### config.mk
export PLATFORM = sky130hd
export DESIGN_NAME = crossbar_2x2_buf
export DESIGN_NICKNAME = d
export VERILOG_FILES = /design/src/rtl/crossbar_2x2_buf.sv
export SDC_FILE = /design/constraint.sdc
export NUM_CORES = 1
export LEC_CHECK = 0
export ABC_AREA = 1
export ABC_CLOCK_PERIOD_IN_PS = 1800
export CAP_MARGIN = 20
export CORE_AREA = 8 8 68 70
export DETAILED_ROUTE_END_ITERATION = 7
export DIE_AREA = 0 0 76 78
export PLACE_DENSITY = 0.72
export SETUP_SLACK_MARGIN = 0.5
export SLEW_MARGIN = 25
export SYNTH_ARGS = -nofsm -noshare
export SYNTH_HDL_FRONTEND = slang
export SYNTH_SLANG_ARGS = --single-unit
export TNS_END_PERCENT = 50
### constraint.sdc
create_clock -name clk -period 1.8 [get_ports clk]
set_input_delay 0.36 -clock clk [delete_from_list [all_inputs] [get_ports clk]]
set_output_delay 0.36 -clock clk [all_outputs]
set_load 0.02 [all_outputs]
### src/rtl/crossbar_2x2_buf.sv
// 2x2 buffered crossbar: per-output FWFT FIFOs and a drain-before-switch
// routing controller (bar, cross, broadcast in1, broadcast in2).

module xbar_fifo #(
    parameter int WIDTH = 4,
    parameter int DEPTH = 2
) (
    input  logic             clk,
    input  logic             rst_n,
    input  logic             push,
    input  logic [WIDTH-1:0] wdata,
    input  logic             pop,
    output logic [WIDTH-1:0] rdata,
    output logic             empty,
    output logic             full
);
    localparam int AW = $clog2(DEPTH);
    localparam logic [AW:0] FULL_CNT = (AW+1)'(DEPTH);
    localparam logic [AW:0] CNT_ONE = (AW+1)'(1);
    localparam logic [AW-1:0] PTR_ONE = AW'(1);

    logic [WIDTH-1:0] mem [DEPTH];
    logic [AW-1:0] wptr;
    logic [AW-1:0] rptr;
    logic [AW:0] count;

    assign empty = (count == '0);
    assign full = (count == FULL_CNT);
    assign rdata = mem[rptr];

    always_ff @(posedge clk) begin
        if (push) begin
            mem[wptr] <= wdata;
        end
    end

    // Pointers are AW bits wide, so increments wrap modulo DEPTH.
    always_ff @(posedge clk or negedge rst_n) begin
        if (!rst_n) begin
            wptr <= '0;
            rptr <= '0;
            count <= '0;
        end else begin
            if (push) wptr <= wptr + PTR_ONE;
            if (pop) rptr <= rptr + PTR_ONE;
            unique case ({push, pop})
                2'b10: count <= count + CNT_ONE;
                2'b01: count <= count - CNT_ONE;
                default: count <= count;
            endcase
        end
    end
endmodule

module crossbar_2x2_buf #(
    parameter int WIDTH = 4,
    parameter int DEPTH = 2
) (
    input  logic             clk,
    input  logic             rst_n,
    input  logic [WIDTH-1:0] in1_data,
    input  logic [WIDTH-1:0] in2_data,
    input  logic             in1_valid,
    input  logic             in2_valid,
    output logic             in1_ready,
    output logic             in2_ready,
    output logic [WIDTH-1:0] out1_data,
    output logic [WIDTH-1:0] out2_data,
    output logic             out1_valid,
    output logic             out2_valid,
    input  logic             out1_ready,
    input  logic             out2_ready,
    input  logic [1:0]       mode,
    input  logic             mode_load,
    output logic [1:0]       cur_mode,
    output logic             busy
);
    localparam logic [1:0] M_BAR = 2'b00;
    localparam logic [1:0] M_CROSS = 2'b01;
    localparam logic [1:0] M_BC1 = 2'b10;
    localparam logic [1:0] M_BC2 = 2'b11;

    typedef enum logic {RUN, DRAIN} state_t;

    state_t state_q, state_d;
    logic [1:0] mode_q, mode_d;
    logic [1:0] pend_q, pend_d;

    logic push1, push2, pop1, pop2;
    logic [WIDTH-1:0] wdata1, wdata2;
    logic empty1, empty2, full1, full2;
    logic xfer1, xfer2;

    assign out1_valid = !empty1;
    assign out2_valid = !empty2;
    assign pop1 = out1_valid && out1_ready;
    assign pop2 = out2_valid && out2_ready;
    assign busy = !empty1 || !empty2;
    assign cur_mode = mode_q;

    // Readiness never looks at same-cycle pops: a full FIFO stalls its inputs.
    always_comb begin
        in1_ready = 1'b0;
        in2_ready = 1'b0;
        if (rst_n && state_q == RUN) begin
            unique case (mode_q)
                M_BAR: begin
                    in1_ready = !full1;
                    in2_ready = !full2;
                end
                M_CROSS: begin
                    in1_ready = !full2;
                    in2_ready = !full1;
                end
                M_BC1: in1_ready = !full1 && !full2;
                M_BC2: in2_ready = !full1 && !full2;
                default: ;
            endcase
        end
    end

    assign xfer1 = in1_valid && in1_ready;
    assign xfer2 = in2_valid && in2_ready;

    always_comb begin
        push1 = 1'b0;
        push2 = 1'b0;
        wdata1 = in1_data;
        wdata2 = in2_data;
        unique case (mode_q)
            M_BAR: begin
                push1 = xfer1;
                push2 = xfer2;
            end
            M_CROSS: begin
                push1 = xfer2;
                push2 = xfer1;
                wdata1 = in2_data;
                wdata2 = in1_data;
            end
            M_BC1: begin
                push1 = xfer1;
                push2 = xfer1;
                wdata2 = in1_data;
            end
            M_BC2: begin
                push1 = xfer2;
                push2 = xfer2;
                wdata1 = in2_data;
            end
            default: ;
        endcase
    end

    always_comb begin
        state_d = state_q;
        pend_d = pend_q;
        mode_d = mode_q;
        unique case (state_q)
            RUN: begin
                if (mode_load && mode != mode_q) begin
                    state_d = DRAIN;
                    pend_d = mode;
                end
            end
            DRAIN: begin
                if (mode_load) pend_d = mode;
                if (!busy) begin
                    state_d = RUN;
                    mode_d = pend_d;
                end
            end
            default: state_d = RUN;
        endcase
    end

    always_ff @(posedge clk or negedge rst_n) begin
        if (!rst_n) begin
            state_q <= RUN;
            mode_q <= M_BAR;
            pend_q <= M_BAR;
        end else begin
            state_q <= state_d;
            mode_q <= mode_d;
            pend_q <= pend_d;
        end
    end

    xbar_fifo #(.WIDTH(WIDTH), .DEPTH(DEPTH)) u_fifo1 (
        .clk(clk), .rst_n(rst_n), .push(push1), .wdata(wdata1),
        .pop(pop1), .rdata(out1_data), .empty(empty1), .full(full1)
    );

    xbar_fifo #(.WIDTH(WIDTH), .DEPTH(DEPTH)) u_fifo2 (
        .clk(clk), .rst_n(rst_n), .push(push2), .wdata(wdata2),
        .pop(pop2), .rdata(out2_data), .empty(empty2), .full(full2)
    );
endmodule

# Word-level counts from Yosys, hierarchy flattened
# Memories as Yosys holds them, arrays and structs flattened.
# Index checks and enable logic that the tools add are counted.
# word_totals
in_bits,17
ram_bits,16
n_memories,2
wordCells,74
ff_bits,13
out_inout_bits,15
# op_classes
n_eq_ne,11
bitwise,2
n_addsub,8
muxes,20
reduce_logical,22
# mem_list
name,depth,width,read_ports,rd_ports_with_merged_regs,wr,line,source
u_fifo1.mem,2,4,1,0,1,22,logic [WIDTH-1:0] mem [DEPTH];
u_fifo2.mem,2,4,1,0,1,22,
# ops
cell,n
"2-bit equality test, second input constant",6
2-bit case mux with 2 select lines,3
1-bit 2-to-1 mux,8
4-bit 2-to-1 mux,2
2-bit OR reduction,4
1-bit logical AND,7
"2-bit by 1-bit equality test with 1-bit output, second input constant",3
2-bit logical NOT,3
1-bit case mux with 2 select lines,3
1-bit case mux with 3 select lines,2
"1-bit adder, second input constant",4
"2-bit by 1-bit adder with 2-bit output, second input constant",2
1-bit logical NOT,4
2-bit 2-to-1 mux,2
2-bit nonzero test,2
"2-bit by 1-bit subtractor with 2-bit output, second input constant",2
"2-bit by 1-bit != test with 1-bit output, second input constant",1
2-bit != test,1
1-bit inverter,2
2-bit AND reduction,1
1-bit logical OR,1

# Longest topological paths before layout
# depth
ltp_word,9
depth_mapped,11
mapped_depth_nobuf,11

# By module
# From an unflattened synthesis, not the netlist that was laid out.
# hier_totals
cells_unflattened,189
hier_area_um2,1611.5
# modules_own_cells
module,seq_area_each_um2,area_per_inst_um2,cells_each,n_inst
xbar_fifo,340.3,508.0,45,2
crossbar_2x2_buf,125.1,595.6,99,1

# Least setup slack after synthesis
# OpenSTA, ideal clock, no wires.
# synth_path
path_type,flip-flop to flip-flop
startpoint,"register mode_q[0], in the netlist cur_mode[0]"
endpoint,register u_fifo2.count[1]
setup_time_ps,131
t_arrival_ps,2016
t_required_ps,1669
synth_period_minus_slack_ps,2147
path_buffers,1
setup_slack_ps,-347
path_stages_with_launch,12
path_cell_list,dfrtp_1 inv_1 ha_1 buf_2 inv_1 nand4_1 nand2_1 inv_2 ha_1 a21oi_1 o21ai_0 xor2_1
# synth_between
elab_chain_len,7
word_cells_on_any_way,17
cone_classes,eq/ne: 5; mux: 6; reduce/logical: 6
# synth_lines
element,line,source
start: declaration,86,"logic [1:0] mode_q, mode_d;"
start signal: assignment,184,mode_q <= mode_d;
2-bit equality test (tied with other cells),"106, 130",
1-bit case mux with 3 select lines,106,unique case (mode_q)
1-bit 2-to-1 mux,105,if (rst_n && state_q == RUN) begin
"1-bit logical AND, on equally long branches","123, 122",
1-bit case mux with 2 select lines *,130,unique case (mode_q)
2-bit by 1-bit equality test with 1-bit output or 2-bit equality test (tied branches),46,"unique case ({push, pop})"
2-bit case mux with 2 select lines or 2-bit nonzero test (tied branches),n/a,
end signal: assignment,47,2'b10: count <= count + CNT_ONE;
end signal: assignment,48,2'b01: count <= count - CNT_ONE;
end signal: assignment,49,default: count <= count;
end: declaration,25,logic [AW:0] count;
# Every way passes the cells marked *; elsewhere a longest branch is shown, timed or not.
# A chain may end at the register's enable or synchronous reset.

# Worst setup path in the final report
# layout_path
startpoint,"register mode_q[1], in the netlist cur_mode[1]"
endpoint,register u_fifo2.count[1]
# Same word-level chain as after synthesis.

==> results.json <==
{
  "dp_hpwl_um": 2940,
  "period_minus_slack_ns": 1.94,
  "powerDensity_nw_per_um2": 1580,
  "cts.root.buffer_cell": "clkbuf_4",
  "hold_viol": 0,
  "synth_fp_nets": 192,
  "placement.io_buffers": 31,
  "yosysMostFrequentCell": "nand2_1",
  "clk_latency_ns": 0.34,
  "worst_setup_path_start_kind": "flip-flop",
  "hold_buffers": 0,
  "synth_top_cell_area_share_pct": 31.2,
  "r2r_setup_slack_ns": -0.14,
  "worstSetupPathType": "reg2reg",
  "setup_tns_ns": -1.13,
  "grt_pass1_wl_um": 7220,
  "synth_area_leader_cell": "edfxtp_1",
  "cts_max_path_buffers": 2,
  "grt_pass1_vias": 1619,
  "chipHeight_um": 78,
  "wirelength_um": 4470,
  "grt_antenna_before_repair": 0,
  "via_count": 1486,
  "worstPathArrival_ns": 2.17,
  "ant_nets": 0,
  "ys_ff_latch": 29,
  "synth_edf_count": 16,
  "first_pass_iters": 4,
  "clk_pin_slew_worst_paths_ns": 0.10,
  "die_x_um": 76,
  "synth-async-reset-ratio_pct": 44.8,
  "relSlewSlack_pct": 77.2,
  "layout-drive-gt1-share_pct": 59.2,
  "rsz0062_at_grt": "true",
  "gp_congestion": 0.812,
  "synth-warning-count": 0,
  "antenna_cells": 0,
  "syn_area_per_cell_um2": 9.22,
  "ir_drop_v": 0.000850,
  "area_delta_synth_final_pct": 68.0,
  "numCtsBuffers": 5,
  "drtIter0Drc": 57,
  "grtUsageTotal_pct": 15.1,
  "holdCritPathClass": "in2async",
  "synth_ff_type": "edfxtp_1",
  "die_area_um2": 5930,
  "route.detailed.drc": 0,
  "core_region_area_um2": 3550,
  "synth_cells": 167,
  "layout_setup_ws_ns": -0.143,
  "drv_cap": 0,
  "nets": 274,
  "rr_endpoint": "u_fifo2.count[1]$_DFFE_PN0P_",
  "clock_sinks": 29,
  "setup_viol": 19,
  "cp.required_ns": 2.02,
  "ys_seq_area_share_pct": 52.4,
  "whs_ns": 0.372,
  "start_util_pct": 43.3,
  "io_pins": 32,
  "tightestPinTransition_ns": 0.339,
  "ys_types": 20,
  "period_share_pct": 108,
  "final_max_slew_viol_count": 0,
  "netlist_area_um2": 1540,
  "regToRegStartpoint": "cur_mode[1]$_DFFE_PN0P_",
  "r2r_cells": 12,
  "viasPerCell": 4.99,
  "fin_skew_ns": 0.0101,
  "path_cells": "inv_4 -> ha_4 -> nand2_2 -> nand3_2 -> buf_6 -> nand4_1 -> nand2_2 -> inv_2 -> ha_4 -> a21oi_2 -> o21ai_1 -> xor2_1",
  "endpoint_kind": "flip-flop",
  "rows": 22,
  "status": "finished, violations left",
  "leakagePower_nw": 1.16,
  "max_freq_mhz": 515,
  "cp_slowest_stage_delay_ns": 0.49,
  "crit_buf_inv": 3,
  "grt_max_degree": 14,
  "synth_common_cells": "nand2_1, inv_1, edfxtp_1",
  "routedWlPerCell_um": 15.0,
  "crit_path_max_fanout": 6,
  "violations": "setup timing",
  "cts_tree": "built",
  "crit_slowest_cell": "dfrtp_2",
  "path_delay_family": "flip-flops",
  "htree_levels": 2,
  "ys_top_cells_by_area": "edfxtp_1, dfrtp_1, nand2_1, ha_1, inv_1",
  "gr-total-overflow": 0
}
==> cell usage in the layout, fill, tap and decap left out, drive strengths merged, types with 6 or more instances in the layout <==
| cell | netlist | final |
|---|---|---|
| buf | 1 | 60 |
| inv | 25 | 25 |
| ha | 8 | 8 |
| clkdlybuf4s50 | 0 | 16 |
| nor2 | 6 | 6 |
| o21ai | 12 | 12 |
| edfxtp | 16 | 16 |
| nand2 | 57 | 57 |
| nand3 | 8 | 8 |
| dfrtp | 13 | 13 |
| nand4 | 6 | 6 |
==> flip-flops by register name, summed over array words and instances (netlist names) <==
name	flops
u_fifo1.mem	8
u_fifo2.mem	8
cur_mode	2
pend_q	2
u_fifo1.count	2
u_fifo2.count	2
state_q	1
u_fifo1.rptr	1
u_fifo1.wptr	1
u_fifo2.rptr	1
u_fifo2.wptr	1
==> how the worst max path moves through the flow <==
stage	start	endpoint	slack, ns	cells past startpoint
after floorplan	cur_mode[1]$_DFFE_PN0P_	u_fifo2.count[1]$_DFFE_PN0P_	-0.03	11
after global placement	rst_n	in1_ready	-0.39	5
after detailed placement	rst_n	in1_ready	-0.41	5
after CTS	cur_mode[0]$_DFFE_PN0P_	in2_ready	-0.11	5
after global routing	cur_mode[1]$_DFFE_PN0P_	u_fifo1.count[1]$_DFFE_PN0P_	-0.26	12
final	cur_mode[1]$_DFFE_PN0P_	u_fifo2.count[1]$_DFFE_PN0P_	-0.14	12
==> metal layers <==
metal | up-vias | routed length [um] | part of all wire [%] | GRT usage [%]
met5 | - | 0 | 0 | 0
met4 | 0 | 119 | 2.7 | 7.65
met2 | 49 | 2480 | 55 | 29.2
met1 | 713 | 1690 | 38 | 14.1
met3 | 14 | 187 | 4.2 | 4.15
li1 | 710 | - | - | -
==> final cells by class <==
class                      instances  area [um^2]
sequential                        29          810
inverter                          25          101
multi-input combinational        112          877
clock buffer                       5         37.5
timing repair buffer              76          683
fill                             246          965
clock inverter                     3         17.5
tap                               48         60.1
==> timing repair <==
action / CTS / global route
pin swaps: 16 / 34
gates resized for setup: 123 / 33
buffers inserted: 23 / 2
setup endpoints to repair: 46 / 56
==> metrics by stage <==
| stage | setup WS (ns) | total power, mW | instance area [um^2] | util, % | std cells |
|---|---|---|---|---|---|
| after detailed placement | -0.413 | 3.00 | 2140 | 60.1 | 265 |
| after floorplan | -0.0257 | 2.21 | 1630 | - | 167 |
| after global placement | -0.388 | 2.92 | 2140 | 60.1 | 265 |
| final | -0.143 | 4.09 | 2590 | 72.8 | 298 |
| after global routing | -0.264 | 4.35 | 2590 | 72.8 | 298 |
| after CTS | -0.108 | 3.83 | 2480 | 69.8 | 296 |
==> cells by family after synthesis <==
| family | share of synthesized area (%) |
|---|---|
| XOR/XNOR | 3.41 |
| buffers and inverters | 6.42 |
| adder cells (fa/ha/maj) | 6.50 |
| multiplexers | 1.30 |
| AND/OR/NAND/NOR | 24.0 |
| flip-flops | 52.4 |
| AO/OA/AOI/OAI | 6.02 |
==> where the power goes <==
part	internal, mW	switching (mW)	total [mW]
Clock	0.147	0.246	0.393
Combinational	1.28	1.32	2.59
Sequential	0.933	0.168	1.10
Total	2.36	1.73	4.09
Note: power is estimated with default switching activity, not from simulation.
==> variant: new RTL, same settings <==
`WIDTH` is set to 4 in 2 places; all go to 6.
--- a/src/rtl/crossbar_2x2_buf.sv
+++ b/src/rtl/crossbar_2x2_buf.sv
@@ -2,7 +2,7 @@
 // routing controller (bar, cross, broadcast in1, broadcast in2).
 
 module xbar_fifo #(
-    parameter int WIDTH = 4,
+    parameter int WIDTH = 6,
     parameter int DEPTH = 2
 ) (
     input  logic             clk,
@@ -53,7 +53,7 @@
 endmodule
 
 module crossbar_2x2_buf #(
-    parameter int WIDTH = 4,
+    parameter int WIDTH = 6,
     parameter int DEPTH = 2
 ) (
     input  logic             clk,
Ports: changed (resized in1_data, in2_data, out1_data and out2_data); port bits go from 32 to 40. No check against the original RTL was run, so the function may have changed too.
==> variant against the original RTL <==
The run now fails in global routing (5_1_grt). Synthesized area is 23% higher.
==> variant: results (changes against the original RTL) <==
Placement
  • Worst slack, placed: -0.389 ns (was -0.413 ns)
  • DP HPWL: 3.40 mm (was 2.94 mm)
  • Routability cong.: 0.893 (was 0.812)
  • IO buf count: 39 (was 31)

Yosys
  • Register area share after synthesis: 55.4% (was 52.4%)
  • Yosys warning total: 0 (unchanged)
  • Syn Nets: 225 (was 192)
  • Main flop type after synthesis: edfxtp_1 (unchanged)
  • Synth unique cells: 21 (was 20)
  • Largest cells by area after synthesis: edfxtp_1, dfrtp_1, nand2_1 (unchanged)
  • Top cells by count, synth: nand2_1, edfxtp_1, inv_1 (was nand2_1, inv_1, edfxtp_1)
  • FFs w/ async S/R, synth: 35.1% (was 44.8%)
  • Number of flops mapped to enable cells by yosys: 24 (was 16)

Run status
  • Stopped at: global routing (5_1_grt)
  • Run Error: [ERROR DPL-0033] detailed placement checks failed during check placement.
  • Status: aborted with a tool error (was finished, violations left)

Clocking
  • Clock net sink count: 37 (was 29)
  • Max clock buf depth: 2 (unchanged)
  • CTS buffer count: 5 (unchanged)
  • H-tree levels: 2 (unchanged)
  • Clk root buf: clkbuf_4 (unchanged)

GRT
  • Antenna violations before repair: 0
  • Largest net degree at the start of global routing: 14

Timing
  • Worst_ep grt: u_fifo2.count[1]$_DFFE_PN0P_/D
  • Worst EP Category: register input
==> variant: cell families after synthesis <==
kind of cell | count (synthesis) | synth area share [%]
mux | 2 | 1.06
flops | 37 | 55.4
compound gates | 21 | 5.96
xor+xnor | 6 | 2.78
fa+ha+maj | 8 | 5.30
simple gates | 95 | 24.2
buf+inv | 27 | 5.36
==> variant: what timing repair did <==
action / 4_1_cts
endpoints found under the setup margin: 66
resized for setup: 207
setup buffers: 23
pin swaps: 16
==> variant: stage by stage <==
stage / TNS [ns] / instances / cell area, sq um
floorplan: -0.0874 / 196 / 2010
global placement: -5.88 / 309 / 2660
detailed placement: -7.46 / 309 / 2660
CTS: -1.17 / 340 / 3220
